===== config.mk =====
export PLATFORM = sky130hd
export DESIGN_NAME = comp_arbiter_flat
export DESIGN_NICKNAME = d
export VERILOG_FILES = /design/src/rtl/comp_arbiter_pkg.sv /design/src/rtl/comp_arbiter_if.sv /design/src/rtl/comp.sv /design/src/rtl/comp_arbiter.sv /design/src/flat_wrapper.sv
export SDC_FILE = /design/constraint.sdc
export NUM_CORES = 1
export LEC_CHECK = 0
export ABC_AREA = 1
export CORE_UTILIZATION = 35
export CTS_CLUSTER_SIZE = 12
export DETAILED_ROUTE_END_ITERATION = 8
export HOLD_SLACK_MARGIN = 0.05
export PLACE_DENSITY = 0.84
export SLEW_MARGIN = 5
export SYNTH_ARGS = -nofsm -noshare
export SYNTH_HDL_FRONTEND = slang
export SYNTH_SLANG_ARGS = --single-unit

===== constraint.sdc =====
create_clock -name clk -period 3.06 [get_ports clk]
set_clock_uncertainty 0.15 [all_clocks]
set_input_delay 0.918 -clock clk [delete_from_list [all_inputs] [get_ports clk]]
set_output_delay 0.918 -clock clk [all_outputs]
set_load 0.02 [all_outputs]

===== src/rtl/comp_arbiter_pkg.sv =====
// Shared constants, state encoding and condition decode for the comparator arbiter.
package comp_arbiter_pkg;

  localparam logic [2:0] COND_EQ  = 3'b000;
  localparam logic [2:0] COND_NE  = 3'b001;
  localparam logic [2:0] COND_LT  = 3'b100;
  localparam logic [2:0] COND_GE  = 3'b101;
  localparam logic [2:0] COND_LTU = 3'b110;
  localparam logic [2:0] COND_GEU = 3'b111;

  localparam logic REQ_BRANCH = 1'b0;
  localparam logic REQ_ALU    = 1'b1;

  typedef enum logic {
    ST_EMPTY = 1'b0,
    ST_FULL  = 1'b1
  } slot_state_t;

  // Reserved codes (010/011) yield 0; the branch unit can reuse this decode.
  function automatic logic cond_decode(input logic [2:0] op, input logic zero,
                                       input logic slt, input logic sltu);
    case (op)
      COND_EQ:  cond_decode = zero;
      COND_NE:  cond_decode = !zero;
      COND_LT:  cond_decode = slt;
      COND_GE:  cond_decode = !slt;
      COND_LTU: cond_decode = sltu;
      COND_GEU: cond_decode = !sltu;
      default:  cond_decode = 1'b0;
    endcase
  endfunction

endpackage


===== src/rtl/comp_arbiter_if.sv =====
// Request/response bundle between the two requesters and the comparator arbiter.
interface comp_arbiter_if #(
  parameter int DW  = 32,
  parameter int OPW = 3
);
  logic [1:0]     req_valid;
  logic [1:0]     req_ready;
  logic [DW-1:0]  req0_data1;
  logic [DW-1:0]  req0_data2;
  logic [OPW-1:0] req0_op;
  logic [DW-1:0]  req1_data1;
  logic [DW-1:0]  req1_data2;
  logic [OPW-1:0] req1_op;
  logic [1:0]     resp_valid;
  logic [1:0]     resp_ready;
  logic           resp_result;
  logic [2:0]     resp_flags;

  modport master (
    output req_valid, req0_data1, req0_data2, req0_op,
           req1_data1, req1_data2, req1_op, resp_ready,
    input  req_ready, resp_valid, resp_result, resp_flags
  );

  modport slave (
    input  req_valid, req0_data1, req0_data2, req0_op,
           req1_data1, req1_data2, req1_op, resp_ready,
    output req_ready, resp_valid, resp_result, resp_flags
  );
endinterface


===== src/rtl/comp.sv =====
// Shared combinational comparator: equality, signed and unsigned less-than flags.
module comp #(
  parameter int DW = 32
) (
  input  logic [DW-1:0] data1,
  input  logic [DW-1:0] data2,
  output logic          zero,
  output logic          slt,
  output logic          sltu
);
  assign zero = (data1 == data2);
  assign slt  = ($signed(data1) < $signed(data2));
  assign sltu = (data1 < data2);
endmodule


===== src/rtl/comp_arbiter.sv =====
// Round-robin arbiter sharing one comparator between the branch unit and the ALU,
// with a single registered response slot that can drain and refill in one cycle.
module comp_arbiter
  import comp_arbiter_pkg::*;
#(
  parameter int DW  = 32,
  parameter int OPW = 3
) (
  input logic          clk,
  input logic          rst_n,
  comp_arbiter_if.slave bus
);

  slot_state_t    state;
  logic           owner;
  logic           last_grant;
  logic           result_q;
  logic [2:0]     flags_q;

  logic [1:0]     grant;
  logic           gsel;
  logic           drain;
  logic           can_accept;
  logic           accept;
  logic [DW-1:0]  opa;
  logic [DW-1:0]  opb;
  logic [OPW-1:0] op;
  logic           zero;
  logic           slt;
  logic           sltu;

  always_comb begin
    grant = '0;
    case (bus.req_valid)
      2'b01:   grant = 2'b01;
      2'b10:   grant = 2'b10;
      2'b11:   grant = (last_grant == REQ_ALU) ? 2'b01 : 2'b10;
      default: grant = '0;
    endcase
  end

  assign gsel       = grant[1];
  assign drain      = (state == ST_FULL) && bus.resp_ready[owner];
  assign can_accept = (state == ST_EMPTY) || drain;
  // rst_n gating keeps req_ready low while reset is held.
  assign bus.req_ready = grant & {2{can_accept & rst_n}};
  assign accept        = |bus.req_ready;

  assign opa = (gsel == REQ_ALU) ? bus.req1_data1 : bus.req0_data1;
  assign opb = (gsel == REQ_ALU) ? bus.req1_data2 : bus.req0_data2;
  assign op  = (gsel == REQ_ALU) ? bus.req1_op    : bus.req0_op;

  comp #(.DW(DW)) u_comp (
    .data1 (opa),
    .data2 (opb),
    .zero  (zero),
    .slt   (slt),
    .sltu  (sltu)
  );

  always_ff @(posedge clk or negedge rst_n) begin
    if (!rst_n) begin
      state      <= ST_EMPTY;
      owner      <= REQ_BRANCH;
      last_grant <= REQ_ALU;
      result_q   <= 1'b0;
      flags_q    <= '0;
    end else if (accept) begin
      state      <= ST_FULL;
      owner      <= gsel;
      last_grant <= gsel;
      result_q   <= cond_decode(op[2:0], zero, slt, sltu);
      flags_q    <= {zero, slt, sltu};
    end else if (drain) begin
      state <= ST_EMPTY;
    end
  end

  assign bus.resp_valid  = (state == ST_FULL) ? ((owner == REQ_ALU) ? 2'b10 : 2'b01) : 2'b00;
  assign bus.resp_result = result_q;
  assign bus.resp_flags  = flags_q;

endmodule


===== src/flat_wrapper.sv =====
// flat-port wrapper written by rule: the top's interface ports become plain ports
module comp_arbiter_flat import comp_arbiter_pkg::*;
#(
  parameter int DW  = 32,
  parameter int OPW = 3
)
  (clk, rst_n, bus_req_valid, bus_req0_data1, bus_req0_data2, bus_req0_op, bus_req1_data1, bus_req1_data2, bus_req1_op, bus_resp_ready, bus_req_ready, bus_resp_valid, bus_resp_result, bus_resp_flags);
  comp_arbiter_if #(.DW(DW), .OPW(OPW)) bus_i ();
  input logic clk;
  input logic rst_n;
  input wire logic [$bits(bus_i.req_valid)-1:0] bus_req_valid;
  input wire logic [$bits(bus_i.req0_data1)-1:0] bus_req0_data1;
  input wire logic [$bits(bus_i.req0_data2)-1:0] bus_req0_data2;
  input wire logic [$bits(bus_i.req0_op)-1:0] bus_req0_op;
  input wire logic [$bits(bus_i.req1_data1)-1:0] bus_req1_data1;
  input wire logic [$bits(bus_i.req1_data2)-1:0] bus_req1_data2;
  input wire logic [$bits(bus_i.req1_op)-1:0] bus_req1_op;
  input wire logic [$bits(bus_i.resp_ready)-1:0] bus_resp_ready;
  output wire logic [$bits(bus_i.req_ready)-1:0] bus_req_ready;
  output wire logic [$bits(bus_i.resp_valid)-1:0] bus_resp_valid;
  output wire logic [$bits(bus_i.resp_result)-1:0] bus_resp_result;
  output wire logic [$bits(bus_i.resp_flags)-1:0] bus_resp_flags;
  assign bus_i.req_valid = bus_req_valid;
  assign bus_i.req0_data1 = bus_req0_data1;
  assign bus_i.req0_data2 = bus_req0_data2;
  assign bus_i.req0_op = bus_req0_op;
  assign bus_i.req1_data1 = bus_req1_data1;
  assign bus_i.req1_data2 = bus_req1_data2;
  assign bus_i.req1_op = bus_req1_op;
  assign bus_i.resp_ready = bus_resp_ready;
  assign bus_req_ready = bus_i.req_ready;
  assign bus_resp_valid = bus_i.resp_valid;
  assign bus_resp_result = bus_i.resp_result;
  assign bus_resp_flags = bus_i.resp_flags;
  comp_arbiter #(.DW(DW), .OPW(OPW)) u_core (.clk(clk), .rst_n(rst_n), .bus(bus_i));
endmodule

Word level (Yosys, flattened, before mapping)
Cells that the tools add are included.
{"block": "word_totals", "ff_bits": 7, "out_inout_bits": 8}
{"block": "op_classes", "magnitude_cmp": 3, "eq_ne": 9, "n_mux": 12, "bitwise_logic": 3, "n_reduce_logical": 8}
{"operator": "32-bit less-than comparator", "n": 2}
{"operator": "32-bit 2-to-1 mux", "n": 2}
{"operator": "32-bit == test", "n": 1}
{"operator": "3-bit == test, second input constant", "n": 4}
{"operator": "2-bit 2-to-1 mux", "n": 3}
{"operator": "1-bit one-hot mux with 6 select lines", "n": 1}
{"operator": "2-bit one-hot mux with 3 select lines", "n": 1}
{"operator": "2-bit == test, second input constant", "n": 2}
{"operator": "1-bit 2-to-1 mux", "n": 4}
{"operator": "3-bit by 1-bit == test with 1-bit output, second input constant", "n": 1}
{"operator": "1-bit logical NOT", "n": 3}
{"operator": "3-bit logical NOT", "n": 1}
{"operator": "3-bit 2-to-1 mux", "n": 1}
{"operator": "2-bit AND", "n": 1}
{"operator": "2-bit by 1-bit == test with 1-bit output, second input constant", "n": 1}
{"operator": "1-bit by 2-bit less-than comparator with 1-bit output, second input constant", "n": 1}
{"operator": "2-bit nonzero test", "n": 1}
{"operator": "2-bit OR reduction", "n": 1}
{"operator": "1-bit AND", "n": 1}
{"operator": "1-bit logical AND", "n": 1}
{"operator": "1-bit logical OR", "n": 1}
{"operator": "1-bit inverter", "n": 1}

Depth between registers and ports, before layout
{"block": "logic_depth", "depth_word": 8, "mapped_depth": 24, "mapped_depth_nobuf": 23}

Hierarchy
Synthesis repeated with hierarchy kept, for this count alone.
{"block": "unflattened", "cells_unflattened": 422, "area_unflattened_um2": 2197.1}
{"module": "comp_arbiter", "instances": 1, "cells_per_inst": 275, "area_each_um2": 1301.2, "seq_area_each_um2": 176.4}
{"module": "comp", "instances": 1, "cells_per_inst": 147, "area_each_um2": 895.9, "seq_area_each_um2": 0.0}

Worst setup path after synthesis
No wires, ideal clock.
{"block": "synth_path", "kind": "input port to flip-flop", "from": "in bus_req_valid[0]", "to": "reg u_core.result_q (netlist: u_core.bus.resp_result)", "setup_time_ns": 0.116, "arrival_ns": 2.894, "t_required_ns": 2.794, "slack_ns": -0.101, "stages": 18, "n_path_buf": 2, "cell_sequence": "nand2_2 -> nand2_4 -> buf_2 -> buf_2 -> mux2i_1 -> ha_1 -> a21oi_1 -> nor2_1 -> nor2_1 -> nand3_1 -> a21oi_2 -> nand2_1 -> nand2_1 -> nand2_1 -> nand2_1 -> nand3_1 -> nand2_1 -> nand2_1"}
{"block": "synth_between", "elab_chain_len": 6, "word_cells_on_any_way": 22, "classes_between": "order compare (2); eq/ne (9); mux (5); bitwise (1); reduce/logical (5)"}
{"element": "start, declared", "line_no": "flat_wrapper.sv:11", "rtl": "input wire logic [$bits(bus_i.req_valid)-1:0] bus_req_valid;"}
{"element": "2-bit == test or 2-bit by 1-bit == test with 1-bit output (tied branches)", "line_no": "comp_arbiter.sv:34", "rtl": "case (bus.req_valid)"}
{"element": "2-bit one-hot mux with 3 select lines *", "line_no": "comp_arbiter.sv:34"}
{"element": "32-bit 2-to-1 mux, on equally long branches", "line_no": "comp_arbiter.sv:49, comp_arbiter.sv:50"}
{"element": "32-bit less-than comparator (tied with other cells)", "line_no": "comp.sv:13", "rtl": "assign sltu = (data1 < data2);"}
{"element": "1-bit logical NOT, on equally long branches", "line_no": "comp_arbiter_pkg.sv:28, comp_arbiter_pkg.sv:24, comp_arbiter_pkg.sv:26"}
{"element": "1-bit one-hot mux with 6 select lines", "line_no": "comp_arbiter_pkg.sv:22", "rtl": "case (op)"}
{"element": "end signal, assigned", "line_no": "comp_arbiter.sv:72", "rtl": "result_q <= cond_decode(op[2:0], zero, slt, sltu);"}
{"element": "end, declared", "line_no": "comp_arbiter.sv:17", "rtl": "logic result_q;"}
Every way passes the cells marked *; elsewhere a longest branch is shown, timed or not.
A chain may end at the register's enable or synchronous reset.

Final worst setup path
{"block": "layout_path", "from": "in bus_req_valid[1]", "to": "reg u_core.result_q (netlist: u_core.bus.resp_result)"}
The elaborated chain is that of the path after synthesis.

==> metrics.yaml <==
status: "finished with violations"
violations: "setup timing"
first_iter_violations: 103
min-delay-start: "u_core.bus.resp_flags[0]"
p_leak_nw: 2.02
overflow: 0
cp-start-kind: "primary input"
hold_end: "u_core.bus.resp_flags[0]"
yosys_warnings: 0
path_clk_slew_ns: 0.04
synthAdderAreaFrac_pct: 20.7
insertion_delay_ns: 0.22
htree_levels: 1
rr_endpoint: "u_core.bus.resp_result"
met2_usage_pct: 49.4
hold_depth: 2
cp.buffers_inverters: 4
layout_commonest_cell: "clkdlybuf4s50_1"
synth_enable_flop_cells: 0
timing.critical_path.mode_cell: "nand2_1"
grt_pass1_vias: 2651
synth_xor_area_share_pct: 0
synth_nets: 492
synthCells: 320
final_nets: 665
hold_viol: 0
syn_area_um2: 1940
synth_top_area_share_pct: 30.3
ant_nets: 0
synth_top_family_by_area: "simple AND/OR/NAND/NOR gates"
setup_tns_ns: -0.0728
core_um2: 5200
synth_ff_type: "dfrtp_1"
clock_sinks: 7
report.final.setup_viol: 2
syn2layout_area_growth_pct: 119
hp-class: "reg2reg"
synth_compound_area_share_pct: 6.92
crit_type: "in2reg"
ys_types: 29
tightest_slew_ns: 0.348
r2r_cells: 20
path_delay_family: "simple AND/OR/NAND/NOR gates"
grt.busiest_layer: "met2"
place_congestion: 0.837
async_flop_share_pct: 100
cp.arrival_ns: 3.08
yosys.area_share.simple_pct: 39.9
wl_per_cell_um: 13.8
synth_area_leader_cell: "nand2_1"
regArea_um2: 176
grt_max_degree: 20
synth_seq_area_share_pct: 9.11
port-buffer-count: 147
period_minus_slack_ns: 3.11
grt_pass1_wl_mm: 11.9
cts_root_buf: "clkbuf_8"
cts_made_buffers: 3
max_freq_ghz: 0.321
cap_viol_max_count: 0
pwr_density_cell_nw_per_um2: 393
holdBufCountCts: 0
cts_tree: "yes"
met1_usage_pct: 27.4
die_x_um: 76.4
stdcell_count: 562
die_h_um: 76.4
synth-seq-cells: 7
cpPeakStageDelay_ns: 0.25
rsz0062_at_grt: "yes"
required_ns: 3.02
slew_headroom_pct: 76.4
drive_gt1_share_pct: 21.3
routed_wl_mm: 7.74
place_inst: 543
grt.total_usage_pct: 24.8
vias: 2706
drt-pass1-iter-count: 5
hpwlAfterDp_mm: 5.56
layout_common_cells: "clkdlybuf4s50_1 (143), nand2_1 (138), mux2i_1 (21), ha_1 (20), buf_4 (19)"
rows: 26
crit_path_end_kind: "flip-flop"
timing.rr.start: "u_core.last_grant"
multi_input_area_um2: 1970
num-fill-cells: 352
worstPathCellList: "buf_2 > nand2_8 > buf_8 > buf_12 > mux2i_4 > ha_4 > nand2_1 > inv_1 > nand2_1 > nand2_1 > nand2_1 > nand3_1 > a21oi_2 > nand2_2 > nand2_2 > nand2_1 > nand2_1 > nand3_1 > nand2_1 > nand2_1"
worst-r2r-setup-slack_ns: 0.16
worstPathMaxFanout: 7
start_util_pct: 37.2
worst_path_max_delay_cell: "mux2i_4"
slew_violations: 0
ir_worst_vdd_mv: 0.255
finalCritPeriodShare_pct: 102
yosys-top-cells-area: "nand2_1 (30%), ha_1 (21%), mux2i_1 (17%)"
io_pins: 148
dieArea_um2: 5830
fin_ws_ns: -0.0512
ctsLongestPathBuffers: 2
drc_errors: 0
num_antenna_cells: 0
vias_per_cell: 4.81
antenna_found_initial: 0
syn_avg_cell_area_um2: 6.05
use_met3_pct: 3.35
synth.area.mux_share_pct: 17.3
[final cells by class]
| type | instances | share of cell area [%] |
|---|---|---|
| Multi-Input combinational cell | 283 | 46.5 |
| Timing Repair Buffer | 178 | 44.4 |
| Sequential cell | 7 | 4.17 |
| Tap cell | 70 | 2.07 |
| Inverter | 20 | 1.83 |
| Clock buffer | 4 | 1.06 |
[synthesized netlist by cell type, types with 2 or more instances]
cell type  instances
nand4_1            2
mux2i_1           32
o21ai_0            6
a21oi_1           12
nand3_1            7
clkbuf_1           6
inv_2              4
dfrtp_1            6
nor2_1            19
ha_1              32
inv_1             16
buf_2              4
nand2_1          156
nor3_1             3
[cell families (layout without fill, tap and decap cells)]
kind of cell / Yosys count / count (layout)
multiplexers: 33 / 33
flip-flops: 7 / 7
adder cells (fa/ha/maj): 32 / 32
buffers and inverters: 30 / 202
AO/OA/AOI/OAI: 24 / 24
AND/OR/NAND/NOR: 194 / 194
[through the flow]
step	area (µm²)	total power [mW]	utilization, %	hold WS [ns]	setup slack [ns]
2_1_floorplan	1950	0.752	-	0.306	0.0327
3_3_place_gp	3620	1.17	69.6	0.320	-0.520
3_5_place_dp	3620	1.20	69.6	0.324	-0.591
4_1_cts	4020	1.54	77.2	0.335	-0.00538
5_1_grt	4230	1.81	81.3	0.363	-0.179
6_report	4230	1.66	81.3	0.333	-0.0512
[sequential cells by signal, summed over array words and instances, names as in the netlist]
name and cells:
u_core.bus.resp_flags 3, u_core.last_grant 1, u_core.owner 1, u_core.bus.resp_result 1, u_core.state 1
[worst max-delay path by stage]
stage / slack [ns] / depth (start not counted) / start / end
after CTS: -0.005 / 19 / bus_req_valid[0] / u_core.bus.resp_result
final: -0.05 / 20 / bus_req_valid[1] / u_core.bus.resp_result
after global placement: -0.52 / 18 / bus_req_valid[0] / u_core.bus.resp_result
after detailed placement: -0.59 / 18 / bus_req_valid[0] / u_core.bus.resp_result
after floorplan: 0.03 / 18 / bus_req_valid[0] / u_core.bus.resp_result
after global routing: -0.18 / 20 / bus_req_valid[1] / u_core.bus.resp_result
[metal layers]
| layer | up-vias | share of wire, % | wire length, µm |
|---|---|---|---|
| li1 | 1388 | - | - |
| met1 | 1214 | 39 | 3030 |
| met2 | 94 | 55 | 4250 |
| met3 | 10 | 4.3 | 330 |
| met4 | 0 | 1.7 | 129 |
| met5 | - | 0 | 0 |
[repair_timing]
| item | CTS | global route |
|---|---|---|
| endpoints found under the setup margin | 5 | 5 |
| setup buffers | 9 | 2 |
| pin swaps | 23 | 29 |
| gates cloned | 5 | 1 |
| resized for setup | 49 | 42 |
[worst min-delay path, cell delays in order, from the launching register on]
cell and delay [ns]:
dfrtp_1 0.33, nand2_1 0.05, o21ai_0 0.06
[power breakdown]
group | switching (mW) | internal [mW]
Sequential | 0.0306 | 0.137
Combinational | 0.628 | 0.739
Clock | 0.0379 | 0.0899
Total | 0.697 | 0.966
Note: power is estimated with default switching activity, not from simulation.
